## src/rtl/gated_counter_pkg.sv

```systemverilog
// rtl/gated_counter_pkg.sv - shared state encoding and default constants for the gated event counter
package gated_counter_pkg;

    // FSM state encoding shared by the counter and anything that observes it.
    typedef enum logic [1:0] {
        IDLE  = 2'd0,
        COUNT = 2'd1,
        LATCH = 2'd2
    } state_t;

    // Default parameter values: 7-bit result feeding a two-digit display,
    // 1000-cycle gate window, saturate at 99.
    localparam int DEF_WIDTH       = 7;
    localparam int DEF_GATE_CYCLES = 1000;
    localparam int DEF_MAX_COUNT   = 99;

endpackage

```

## src/rtl/sync_edge_detect.sv

```systemverilog
// rtl/sync_edge_detect.sv - two-flop synchronizer with rising-edge detect
//
// Purpose: bring an asynchronous pulse into the clk domain and flag each
//          rising edge for exactly one cycle.
// Ports:
//   clk       - sampling clock
//   rstN      - asynchronous active-low reset, clears all flops
//   asyncIn   - asynchronous input
//   risePulse - high for one cycle when the synchronized input goes 0->1
module sync_edge_detect (
    input  logic clk,
    input  logic rstN,
    input  logic asyncIn,
    output logic risePulse
);

    logic sync1;
    logic sync2;
    logic sync3;

    always_ff @(posedge clk or negedge rstN) begin
        if (!rstN) begin
            sync1 <= 1'b0;
            sync2 <= 1'b0;
            sync3 <= 1'b0;
        end else begin
            sync1 <= asyncIn;
            sync2 <= sync1;
            sync3 <= sync2;
        end
    end

    // Decoded from flops only, so the pulse is glitch-free inside the clk domain.
    assign risePulse = sync2 & ~sync3;

endmodule

```

## src/rtl/gated_event_counter.sv

```systemverilog
// rtl/gated_event_counter.sv - counts event pulses over fixed gate windows and latches the result
//
// Purpose: count rising edges of eventIn during back-to-back windows of
//          GATE_CYCLES clk cycles, saturating at MAX_COUNT, and present the
//          last completed window on registered outputs.
// Ports:
//   clk        - single clock
//   rstN       - asynchronous active-low reset
//   eventIn    - asynchronous event pulses
//   enable     - synchronous run control; high runs consecutive windows
//   validCount - count of the last completed window, held between latches
//   countValid - one-cycle pulse while the freshly latched count is presented
//   overflow   - last latched window saw an edge after reaching MAX_COUNT
module gated_event_counter
    import gated_counter_pkg::*;
#(
    parameter int WIDTH       = DEF_WIDTH,
    parameter int GATE_CYCLES = DEF_GATE_CYCLES,
    parameter int MAX_COUNT   = DEF_MAX_COUNT
) (
    input  logic             clk,
    input  logic             rstN,
    input  logic             eventIn,
    input  logic             enable,
    output logic [WIDTH-1:0] validCount,
    output logic             countValid,
    output logic             overflow
);

    localparam int               TW        = $clog2(GATE_CYCLES);
    localparam logic [TW-1:0]    LAST_TICK = TW'(GATE_CYCLES - 1);
    localparam logic [WIDTH-1:0] MAX_VAL   = WIDTH'(MAX_COUNT);

    state_t           state;
    logic [TW-1:0]    timer;
    logic [WIDTH-1:0] event_cnt;
    logic             ovf_seen;
    logic             rise;

    sync_edge_detect u_sync (
        .clk       (clk),
        .rstN      (rstN),
        .asyncIn   (eventIn),
        .risePulse (rise)
    );

    // Saturating next count, including an edge detected this very cycle so
    // the final COUNT cycle is not lost when latching.
    logic             at_max;
    logic [WIDTH-1:0] cnt_next;
    logic             ovf_next;

    assign at_max   = (event_cnt == MAX_VAL);
    assign cnt_next = (rise && !at_max) ? event_cnt + 1'b1 : event_cnt;
    // Overflow means an edge arrived while already saturated; it stays set
    // for the rest of the window once seen.
    assign ovf_next = ovf_seen | (rise & at_max);

    always_ff @(posedge clk or negedge rstN) begin
        if (!rstN) begin
            state      <= IDLE;
            timer      <= '0;
            event_cnt  <= '0;
            ovf_seen   <= 1'b0;
            validCount <= '0;
            countValid <= 1'b0;
            overflow   <= 1'b0;
        end else begin
            countValid <= 1'b0;
            case (state)
                IDLE: begin
                    // Edges seen here are dropped; a new window starts clean.
                    if (enable) begin
                        state     <= COUNT;
                        timer     <= '0;
                        event_cnt <= '0;
                        ovf_seen  <= 1'b0;
                    end
                end

                COUNT: begin
                    if (!enable) begin
                        // Abort: discard the partial window, keep the last result.
                        state     <= IDLE;
                        timer     <= '0;
                        event_cnt <= '0;
                        ovf_seen  <= 1'b0;
                    end else if (timer == LAST_TICK) begin
                        state      <= LATCH;
                        timer      <= '0;
                        validCount <= cnt_next;
                        overflow   <= ovf_next;
                        countValid <= 1'b1;
                    end else begin
                        timer     <= timer + 1'b1;
                        event_cnt <= cnt_next;
                        ovf_seen  <= ovf_next;
                    end
                end

                LATCH: begin
                    // An edge landing in this cycle opens the next window's count.
                    event_cnt <= rise ? WIDTH'(1) : '0;
                    ovf_seen  <= 1'b0;
                    timer     <= '0;
                    state     <= enable ? COUNT : IDLE;
                end

                default: begin
                    state     <= IDLE;
                    timer     <= '0;
                    event_cnt <= '0;
                    ovf_seen  <= 1'b0;
                end
            endcase
        end
    end

endmodule
```

## config.mk

```make
export PLATFORM = sky130hd
export DESIGN_NAME = gated_event_counter
export DESIGN_NICKNAME = d
export VERILOG_FILES = /design/src/rtl/gated_counter_pkg.sv /design/src/rtl/sync_edge_detect.sv /design/src/rtl/gated_event_counter.sv
export SDC_FILE = /design/constraint.sdc
export NUM_CORES = 1
export LEC_CHECK = 0
export BUFFER_PORTS_ARGS = -buffer_cell sky130_fd_sc_hd__clkbuf_2
export CORE_MARGIN = 3
export CORE_UTILIZATION = 58
export CTS_CLUSTER_SIZE = 12
export DETAILED_ROUTE_END_ITERATION = 10
export HOLD_SLACK_MARGIN = 0.06
export PLACE_DENSITY = 0.86
export REMOVE_ABC_BUFFERS = 1
export SYNTH_ARGS = -nofsm -noshare
export SYNTH_HDL_FRONTEND = slang
export SYNTH_HIERARCHICAL = 1
export SYNTH_SLANG_ARGS = --single-unit
```

## constraint.sdc

```tcl
create_clock -name clk -period 1.8 [get_ports clk]
set_input_delay 0.36 -clock clk [delete_from_list [all_inputs] [get_ports clk]]
set_output_delay 0.36 -clock clk [all_outputs]
set_load 0.1 [all_outputs]
```

==> results.toml, run 1 <==
[detailed_routing]
wirelength_um = 3368
drt_iter0_markers = 43
viasPerCell = 6.133
firstDrtPassIters = 4
drc = 0
antenna_left = 0
num_vias = 1294
wire_per_inst_um = 15.96

[clock_tree]
cts.htree.levels = 2
root_buffer = "clkbuf_4"
post_cts_buffers = 0
numCtsBuffers = 5
insertion_delay_ps = 330
cts_sinks = 32
clkTransAtPathRegs_ps = 100
tritoncts = "yes"
cts_buffer_depth = 2

[timing]
tns_ps = 0
slew_headroom_pct = 63.92
finalHoldViolCount = 0
fin_worst_skew_ps = 5.169
tightest_slew_ps = 543.4
setup_viol = 0
rsz0062_at_grt = "no"
finalCriticalPeriod_ps = 1682
max_freq_mhz = 594.5
slew_viol_final = 0
finalCritPeriodShare_pct = 93.45

[finish]
final_cell_mix = "dfrtp_1, nand2_1, o21ai_1"
drive_above_1_share_pct = 20.44
synthToLayoutAreaGrowth_pct = 13.51
final_util_pct = 72.41
final_common_cell = "dfrtp_1"
fin_nets = 190
antenna_cells = 0

[global_route]
grt_pass1_vias = 1344
antenna_found_initial = 0
grt_use_total_pct = 22.72
grt_pass1_wl_um = 6023
grt_overflow = 0
grt_max_degree = 21

[setup_path]
rr_endpoint = "overflow$_DFFE_PN0P_"
cp-startpoint = "state[1]$_DFFE_PN0P_"
reg2reg_slack_ps = 120
cp.required_ps = 2030
startpoint_type = "flip-flop"
cp.arrival_ps = 1910
worstSetupPathType = "reg2reg"
cp-endpoint = "overflow$_DFFE_PN0P_"
cp-end-kind = "flip-flop"
reg2reg_from = "state[1]$_DFFE_PN0P_"
crit_fanout = 8
ff2ff_path_depth = 7

[logic_synthesis]
syn_area_um2 = 1667
ys_async_sr_fraction_pct = 100.0
synth_top_area_cell = "dfrtp_1"
synth-seq-cells = 32
synth_cell_type_count = 37
avgSynthCellArea_um2 = 10.68
synth_edf_count = 0
ys_warn_count = 6
synth_top_area_share_pct = 48.05
synth-seq-area-share_pct = 48.05
synth_area_leaders = "dfrtp_1, a31oi_1, ha_1"
synthCells = 156
synthFlopType = "dfrtp_1"

[floorplan]
die-area_um2 = 3553
placementRows = 18
num_io_pins = 13
die_h_um = 59.61
core-area_um2 = 2613
die_w_um = 59.61
start_util_pct = 63.79

[place]
gp_congestion = 0.8779
io_buffers = 12
place_hpwl_um = 2487

[power_and_ir_drop]
peakVddDrop_mv = 0.9143
p_per_area_nw_per_um2 = 897.2
power_leakage_uw = 0.0008746

[flow_run]
maxCapViolations = 0

[status]
status = "completed"

[min_path]
holdCritPathClass = "in2reg"
==> through the flow <==
stage	total power [uW]	hold slack (ps)	instance area, um2	cells	setup slack (ps)
CTS	1712	116.4	1891	211	109.3
detailed placement	1173	277.7	1804	202	130.5
global route	1789	117.1	1892	211	0.3693
finish	1697	129.4	1892	211	117.9
global placement	1145	266.5	1804	202	208.7
floorplan	1013	64.41	1627	151	77.92
==> report_power, final <==
part	internal, uW	total, uW	switching (uW)
Clock	291	535	244
Sequential	752	785	33.7
Combinational	159	377	218
==> cell families (layout without fill, tap and decap cells) <==
kind of cell | Yosys count | in the layout | share of synthesized area, %
flops | 32 | 32 | 48.05
compound gates | 52 | 52 | 21.62
simple gates | 48 | 48 | 17.57
buf+inv | 9 | 34 | 3.303
xor+xnor | 7 | 7 | 3.679
mux | 2 | 2 | 1.276
fa+ha+maj | 6 | 6 | 4.504
==> routing by layer <==
metal | vias to the layer above | global-route usage [%] | wire [um]
li1 | 626 | - | -
met2 | 39 | 38.07 | 1652
met1 | 621 | 27.01 | 1467
met3 | 8 | 6.754 | 182
met4 | 0 | 9.494 | 65
met5 | - | 0 | 0
==> worst max-delay path, stage by stage (launching register included) <==
cell     delay [ps]
dfrtp_1         440
inv_1           100
ha_1            200
and2_1          240
nand4_2         230
buf_4           250
nand2_1          70
o21ai_1          60
==> state kept, by name, summed over array words and instances (netlist names) <==
name / flops
timer: 10
event_cnt: 7
validCount: 7
state: 2
countValid: 1
overflow: 1
ovf_seen: 1
u_sync/sync1: 1
u_sync/sync2: 1
u_sync/sync3: 1
==> cell usage after synthesis (4+ instances only) <==
cell,n
dfrtp_1,32
nand2_1,15
o21ai_1,13
a31oi_1,12
a21oi_1,11
nand2b_1,8
xnor2_1,7
and3_1,6
ha_1,6
and2_1,5
inv_1,4
nand3_1,4
==> worst min-delay path by stage <==
stage,from,to,slack [ps],cells past startpoint
after floorplan,rstN,countValid$_DFF_PN0_,60,0
after global placement,rstN,countValid$_DFF_PN0_,270,1
after detailed placement,rstN,countValid$_DFF_PN0_,280,1
after CTS,eventIn,u_sync/sync1$_DFF_PN0_,120,1
after global routing,eventIn,u_sync/sync1$_DFF_PN0_,120,1
final,eventIn,u_sync/sync1$_DFF_PN0_,130,1
==> area by class of cell <==
| type | count | area [um2] |
|---|---|---|
| repair buffers | 22 | 150.1 |
| inverters | 4 | 15.01 |
| fillers | 184 | 720.7 |
| flip-flops and latches | 32 | 800.8 |
| clock inverters | 2 | 35.03 |
| well taps | 30 | 37.54 |
| clock buffers | 6 | 41.29 |
| multi-input cells | 115 | 812.0 |
==> timing repair <==
action	in CTS	in global routing
hold buffers	1	0
setup endpoints to repair	0	1
endpoints found under the hold margin	12	0
gates resized for setup	0	1
Power figures use the tool's default switching activity.
==> inputs of run 2 (changes only) <==
--- a/config.mk
+++ b/config.mk
@@ -5,13 +5,13 @@
 export SDC_FILE = /design/constraint.sdc
 export NUM_CORES = 1
 export LEC_CHECK = 0
+export ABC_AREA = 1
 export BUFFER_PORTS_ARGS = -buffer_cell sky130_fd_sc_hd__clkbuf_2
-export CORE_MARGIN = 3
-export CORE_UTILIZATION = 58
+export CORE_UTILIZATION = 59
 export CTS_CLUSTER_SIZE = 12
 export DETAILED_ROUTE_END_ITERATION = 10
 export HOLD_SLACK_MARGIN = 0.06
-export PLACE_DENSITY = 0.86
+export PLACE_DENSITY = 0.87
 export REMOVE_ABC_BUFFERS = 1
 export SYNTH_ARGS = -nofsm -noshare
 export SYNTH_HDL_FRONTEND = slang
==> results.toml, run 2 <==
[min_path]
holdCritPathClass = "in2reg"

[floorplan]
placementRows = 19
core-area_um2 = 2734
die_h_um = 55.63
die-area_um2 = 3094
num_io_pins = 13
start_util_pct = 62.06
die_w_um = 55.63

[finish]
antenna_cells = 0
fin_nets = 235
synthToLayoutAreaGrowth_pct = 11.50
regMostFlops = "timer"
reg.largest.list = "timer (10), event_cnt (7), validCount (7)"
final_common_cell = "nand2_1"
num-fill-cells = 207
largest_reg_flops = 10
final_cell_mix = "nand2_1, dfrtp_1, inv_1"
drive_above_1_share_pct = 18.58
fin_area_um2 = 1892

[timing]
setup_viol = 0
slew_headroom_pct = 63.73
tns_ps = 0
tightest_slew_ps = 546.4
fin_worst_skew_ps = 18.82
finalCritPeriodShare_pct = 90.02
finalCriticalPeriod_ps = 1620
slew_viol_final = 0
finalHoldViolCount = 0
rsz0062_at_grt = "no"
max_freq_mhz = 617.1
holdWs_ps = 128.0

[detailed_routing]
wire_per_inst_um = 12.72
num_vias = 1382
viasPerCell = 5.377
antenna_left = 0
drt_iter0_markers = 98
firstDrtPassIters = 4
wirelength_um = 3269
drc = 0

[logic_synthesis]
ys_warn_count = 6
ys_async_sr_fraction_pct = 100.0
synth-seq-cells = 32
synth_top_area_cell = "dfrtp_1"
synthCells = 204
synthTopCellsByCount = "nand2_1, dfrtp_1, inv_1"
avgSynthCellArea_um2 = 8.317
yosysMostFrequentCell = "nand2_1"
synth_cell_type_count = 31
synth_area_leaders = "dfrtp_1, nand2_1, ha_1"
synthFlopType = "dfrtp_1"
synth_edf_count = 0
syn_area_um2 = 1697
synth_top_area_share_pct = 47.20
synth-seq-area-share_pct = 47.20

[clock_tree]
clkTransAtPathRegs_ps = 110
insertion_delay_ps = 350
cts_sinks = 32
cts_buffer_depth = 2
postCtsHoldBufs = 1
tritoncts = "yes"
cts.htree.levels = 2
numCtsBuffers = 5
cts_resized = 0
post_cts_buffers = 0
root_buffer = "clkbuf_4"

[place]
postPlaceCellArea_um2 = 1805
gp_congestion = 0.8489
io_buffers = 12
place_hpwl_um = 2375

[global_route]
grt_use_total_pct = 24.37
antenna_found_initial = 0
grt_pass1_wl_um = 5692
grt_pass1_vias = 1289
grt_overflow = 0
grt_max_degree = 33

[setup_path]
cp-endpoint = "validCount[3]$_DFFE_PN0P_"
cp.buffers_inverters = 1
worstSetupPathType = "reg2reg"
critPathMaxStageDelay_ps = 460
critPathSlowestCell = "dfrtp_1"
reg2reg_slack_ps = 180
cp.required_ps = 2080
crit_cells = 8
reg2reg_from = "event_cnt[0]$_DFFE_PN0P_"
crit_family = "simple AND/OR/NAND/NOR gates"
cp-startpoint = "event_cnt[0]$_DFFE_PN0P_"
cp-end-kind = "flip-flop"
crit_fanout = 8
worst_path_most_repeated_cell = "nand2_1"
startpoint_type = "flip-flop"
worstPathCellList = "ha_1, nand2_1, clkinv_1, nand3_1, nand2_2, o21ai_0, nand2_1, nand2_1"
cp.arrival_ps = 1900
rr_endpoint = "validCount[3]$_DFFE_PN0P_"
ff2ff_path_depth = 8

[power_and_ir_drop]
p_per_area_nw_per_um2 = 913.4
peakVddDrop_mv = 0.8831
power_leakage_uw = 0.0009208
power_uw = 1728

[flow_run]
maxCapViolations = 0

[status]
status = "completed"
-- run 2: per-layer routing --
layer / GRT usage (%) / up-vias / part of all wire, %
li1: - / 692 / -
met1: 34.33 / 650 / 48
met2: 34.94 / 31 / 44
met3: 7.209 / 9 / 5.3
met4: 11.07 / 0 / 2.6
met5: 0 / - / 0
-- run 2: report_power, final --
group          switching [uW]  internal [uW]  total, uW  leakage (uW)
logic                     260            127        386      0.000443
clock network             247            291        538     0.0000422
registers                40.9            763        804      0.000436
total                     548           1180       1730      0.000921
-- run 2: how the worst min path moves through the flow --
stage	from	endpoint	slack, ps	depth (start not counted)
2_1_floorplan	rstN	countValid$_DFF_PN0_	60	0
3_3_place_gp	u_sync/sync1$_DFF_PN0_	u_sync/sync2$_DFF_PN0_	330	0
3_5_place_dp	u_sync/sync1$_DFF_PN0_	u_sync/sync2$_DFF_PN0_	350	0
4_1_cts	eventIn	u_sync/sync1$_DFF_PN0_	110	1
5_1_grt	eventIn	u_sync/sync1$_DFF_PN0_	100	1
6_report	eventIn	u_sync/sync1$_DFF_PN0_	130	1
-- run 2: stage by stage --
stage	instances	utilization (%)	worst slack, ps
final	257	69.20	179.6
after global routing	257	69.20	18.89
after CTS	257	69.20	179.5
after detailed placement	248	66.04	218.7
after global placement	248	66.04	241.0
after floorplan	202	-	363.7
-- run 2: kinds of logic (layout without fill, tap and decap cells) --
kind of cell | count (synthesis) | in the layout | share of synthesized area [%]
xor+xnor | 7 | 7 | 3.614
fa+ha+maj | 6 | 6 | 4.425
buf+inv | 27 | 49 | 6.416
simple gates | 107 | 107 | 29.87
compound gates | 25 | 25 | 8.482
flops | 32 | 32 | 47.20
-- run 2: final cells by class --
| type | instances | area [um2] | share of cell area [%] |
|---|---|---|---|
| sequential | 32 | 800.8 | 42.33 |
| multi-input combinational | 145 | 787.0 | 41.60 |
| inverter | 25 | 96.34 | 5.093 |
| timing repair buffer | 16 | 92.59 | 4.894 |
| clock buffer | 6 | 41.29 | 2.183 |
| tap | 31 | 38.79 | 2.050 |
| clock inverter | 2 | 35.03 | 1.852 |
-- run 2: worst register-to-register path, delay by kind of cell (launching register included) --
| family | cells | cell delay [ps] |
|---|---|---|
| buffers and inverters | 1 | 60 |
| and+or+nand+nor | 5 | 490 |
| DFF | 1 | 460 |
| AOI/OAI and AO/OA | 1 | 290 |
| adders and majority gates | 1 | 260 |
==> inputs of run 3 (changes only) <==
--- a/config.mk
+++ b/config.mk
@@ -6,7 +6,7 @@
 export NUM_CORES = 1
 export LEC_CHECK = 0
 export ABC_AREA = 1
-export BUFFER_PORTS_ARGS = -buffer_cell sky130_fd_sc_hd__clkbuf_2
+export BUFFER_PORTS_ARGS = -buffer_cell sky130_fd_sc_hd__buf_4
 export CORE_UTILIZATION = 59
 export CTS_CLUSTER_SIZE = 12
 export DETAILED_ROUTE_END_ITERATION = 10
==> results.toml, run 3 (synthesis gave the netlist of run 2 again) <==
[setup_path]
ff2ff_path_depth = 8
cp.arrival_ps = 1890
cp-end-kind = "flip-flop"
worstSetupPathType = "reg2reg"
startpoint_type = "flip-flop"
crit_fanout = 8
rr_endpoint = "event_cnt[3]$_DFFE_PN0P_"
reg2reg_slack_ps = 190
cp.required_ps = 2080
reg2reg_from = "event_cnt[0]$_DFFE_PN0P_"

[detailed_routing]
wire_per_inst_um = 13.26
wirelength_um = 3395
viasPerCell = 5.434
drt_iter0_markers = 60
drc = 0
firstDrtPassIters = 4
antenna_left = 0
num_vias = 1391

[finish]
multi_input_area_um2 = 787.0
regMostFlops = "timer"
fin_nets = 234
largest_reg_flops = 10
antenna_cells = 0
final_common_cell = "nand2_1"
reg.largest.list = "timer (10), event_cnt (7), validCount (7)"
synthToLayoutAreaGrowth_pct = 13.94
drive_above_1_share_pct = 18.67
register_area_um2 = 800.8
final_cell_mix = "nand2_1, dfrtp_1, inv_1"
num-fill-cells = 212

[timing]
finalCriticalPeriod_ps = 1607
max_freq_mhz = 622.4
slew_headroom_pct = 74.25
finalHoldViolCount = 0
finalCritPeriodShare_pct = 89.26
fin_worst_skew_ps = 10.40
rsz0062_at_grt = "no"
slew_viol_final = 0
tns_ps = 0
tightest_slew_ps = 386.3
setup_viol = 0

[status]
status = "completed"

[floorplan]
placementRows = 19
die_w_um = 55.63
die_h_um = 55.63
core-area_um2 = 2734
die-area_um2 = 3094
start_util_pct = 62.06
num_io_pins = 13

[global_route]
antenna_found_initial = 0
grt_use_total_pct = 24.51
grt_max_degree = 33
grt_overflow = 0
grt_pass1_wl_um = 5775
grt_pass1_vias = 1347

[power_and_ir_drop]
p_sw_uw = 553.9
peakVddDrop_mv = 0.8253
intPower_uw = 1259
clkPwrFrac_pct = 33.8
switching_share_pct = 30.55
seq_power_share_pct = 44.5
power_uw = 1813
p_per_area_nw_per_um2 = 937.8
power_leakage_uw = 0.0009345
p_comb_share_pct = 21.7

[place]
io_buffers = 12
place_hpwl_um = 2399
gp_congestion = 0.8819

[min_path]
hold_path_startpoint = "eventIn"
min_path_cells = 1
hold_end = "u_sync/sync1$_DFF_PN0_"
holdCritPathClass = "in2reg"

[clock_tree]
numCtsBuffers = 5
insertion_delay_ps = 330
cts_buffer_depth = 2
tritoncts = "yes"
clkTransAtPathRegs_ps = 100
postCtsHoldBufs = 1
cts_resized = 0
root_buffer = "clkbuf_4"
post_cts_buffers = 0
cts.htree.levels = 2
cts_sinks = 32

[flow_run]
maxCapViolations = 0
run 3: per-stage QoR:
stage               hold slack [ps]  utilization, %  std cells  cell area [um2]  worst slack [ps]
finish                        131.9           70.71        256             1933             193.4
global route                  120.1           70.71        256             1933             40.60
CTS                           117.0           70.71        256             1933             193.1
detailed placement            315.4           66.87        247             1828             215.4
global placement              313.7           66.87        247             1828             293.4
floorplan                     64.41               -        202             1684             363.7
run 3: cell type report:
| cell class | instances | area share (%) |
|---|---|---|
| Clock buffer | 7 | 3.366 |
| Clock inverter | 1 | 1.553 |
| Inverter | 25 | 4.984 |
| Multi-Input combinational cell | 145 | 40.71 |
| Sequential cell | 32 | 41.42 |
| Tap cell | 31 | 2.006 |
| Timing Repair Buffer | 15 | 5.955 |
run 3: power groups by stage:
stage                     Clock (uW)  Combinational, uW  Sequential [uW]
after floorplan                    0                288              809
after global routing             645                442              812
final                            612                394              807
after global placement             0                378              815
after CTS                        624                396              806
after detailed placement           0                387              819
run 3: critical path: stages, from the launching register on:
cell and delay (ps):
dfrtp_1 450, ha_1 260, nand2_1 70, clkinv_1 50, nand3_1 140, nand2_2 120
o21ai_0 300, nand2_1 100, nand2_1 70
run 3: metal layers:
layer  vias up  routed length, um  share of wire [%]  GRT usage (%)
li1        685                  -                  -              -
met1       645               1611                 47          32.70
met2        44               1479                 44          36.32
met3        17                178                5.2          6.047
met4         0                126                3.7          14.64
met5         -                  0                  0              0
run 3: worst max-delay path by stage:
stage / to / cells after the start / startpoint / slack (ps)
6_report: event_cnt[3]$_DFFE_PN0P_ / 8 / event_cnt[0]$_DFFE_PN0P_ / 190
5_1_grt: event_cnt[3]$_DFFE_PN0P_ / 8 / event_cnt[0]$_DFFE_PN0P_ / 40
4_1_cts: event_cnt[3]$_DFFE_PN0P_ / 8 / event_cnt[0]$_DFFE_PN0P_ / 190
3_5_place_dp: event_cnt[3]$_DFFE_PN0P_ / 8 / event_cnt[0]$_DFFE_PN0P_ / 220
3_3_place_gp: validCount[3]$_DFFE_PN0P_ / 8 / event_cnt[0]$_DFFE_PN0P_ / 290
2_1_floorplan: validCount[2]$_DFFE_PN0P_ / 8 / state[1]$_DFFE_PN0P_ / 360
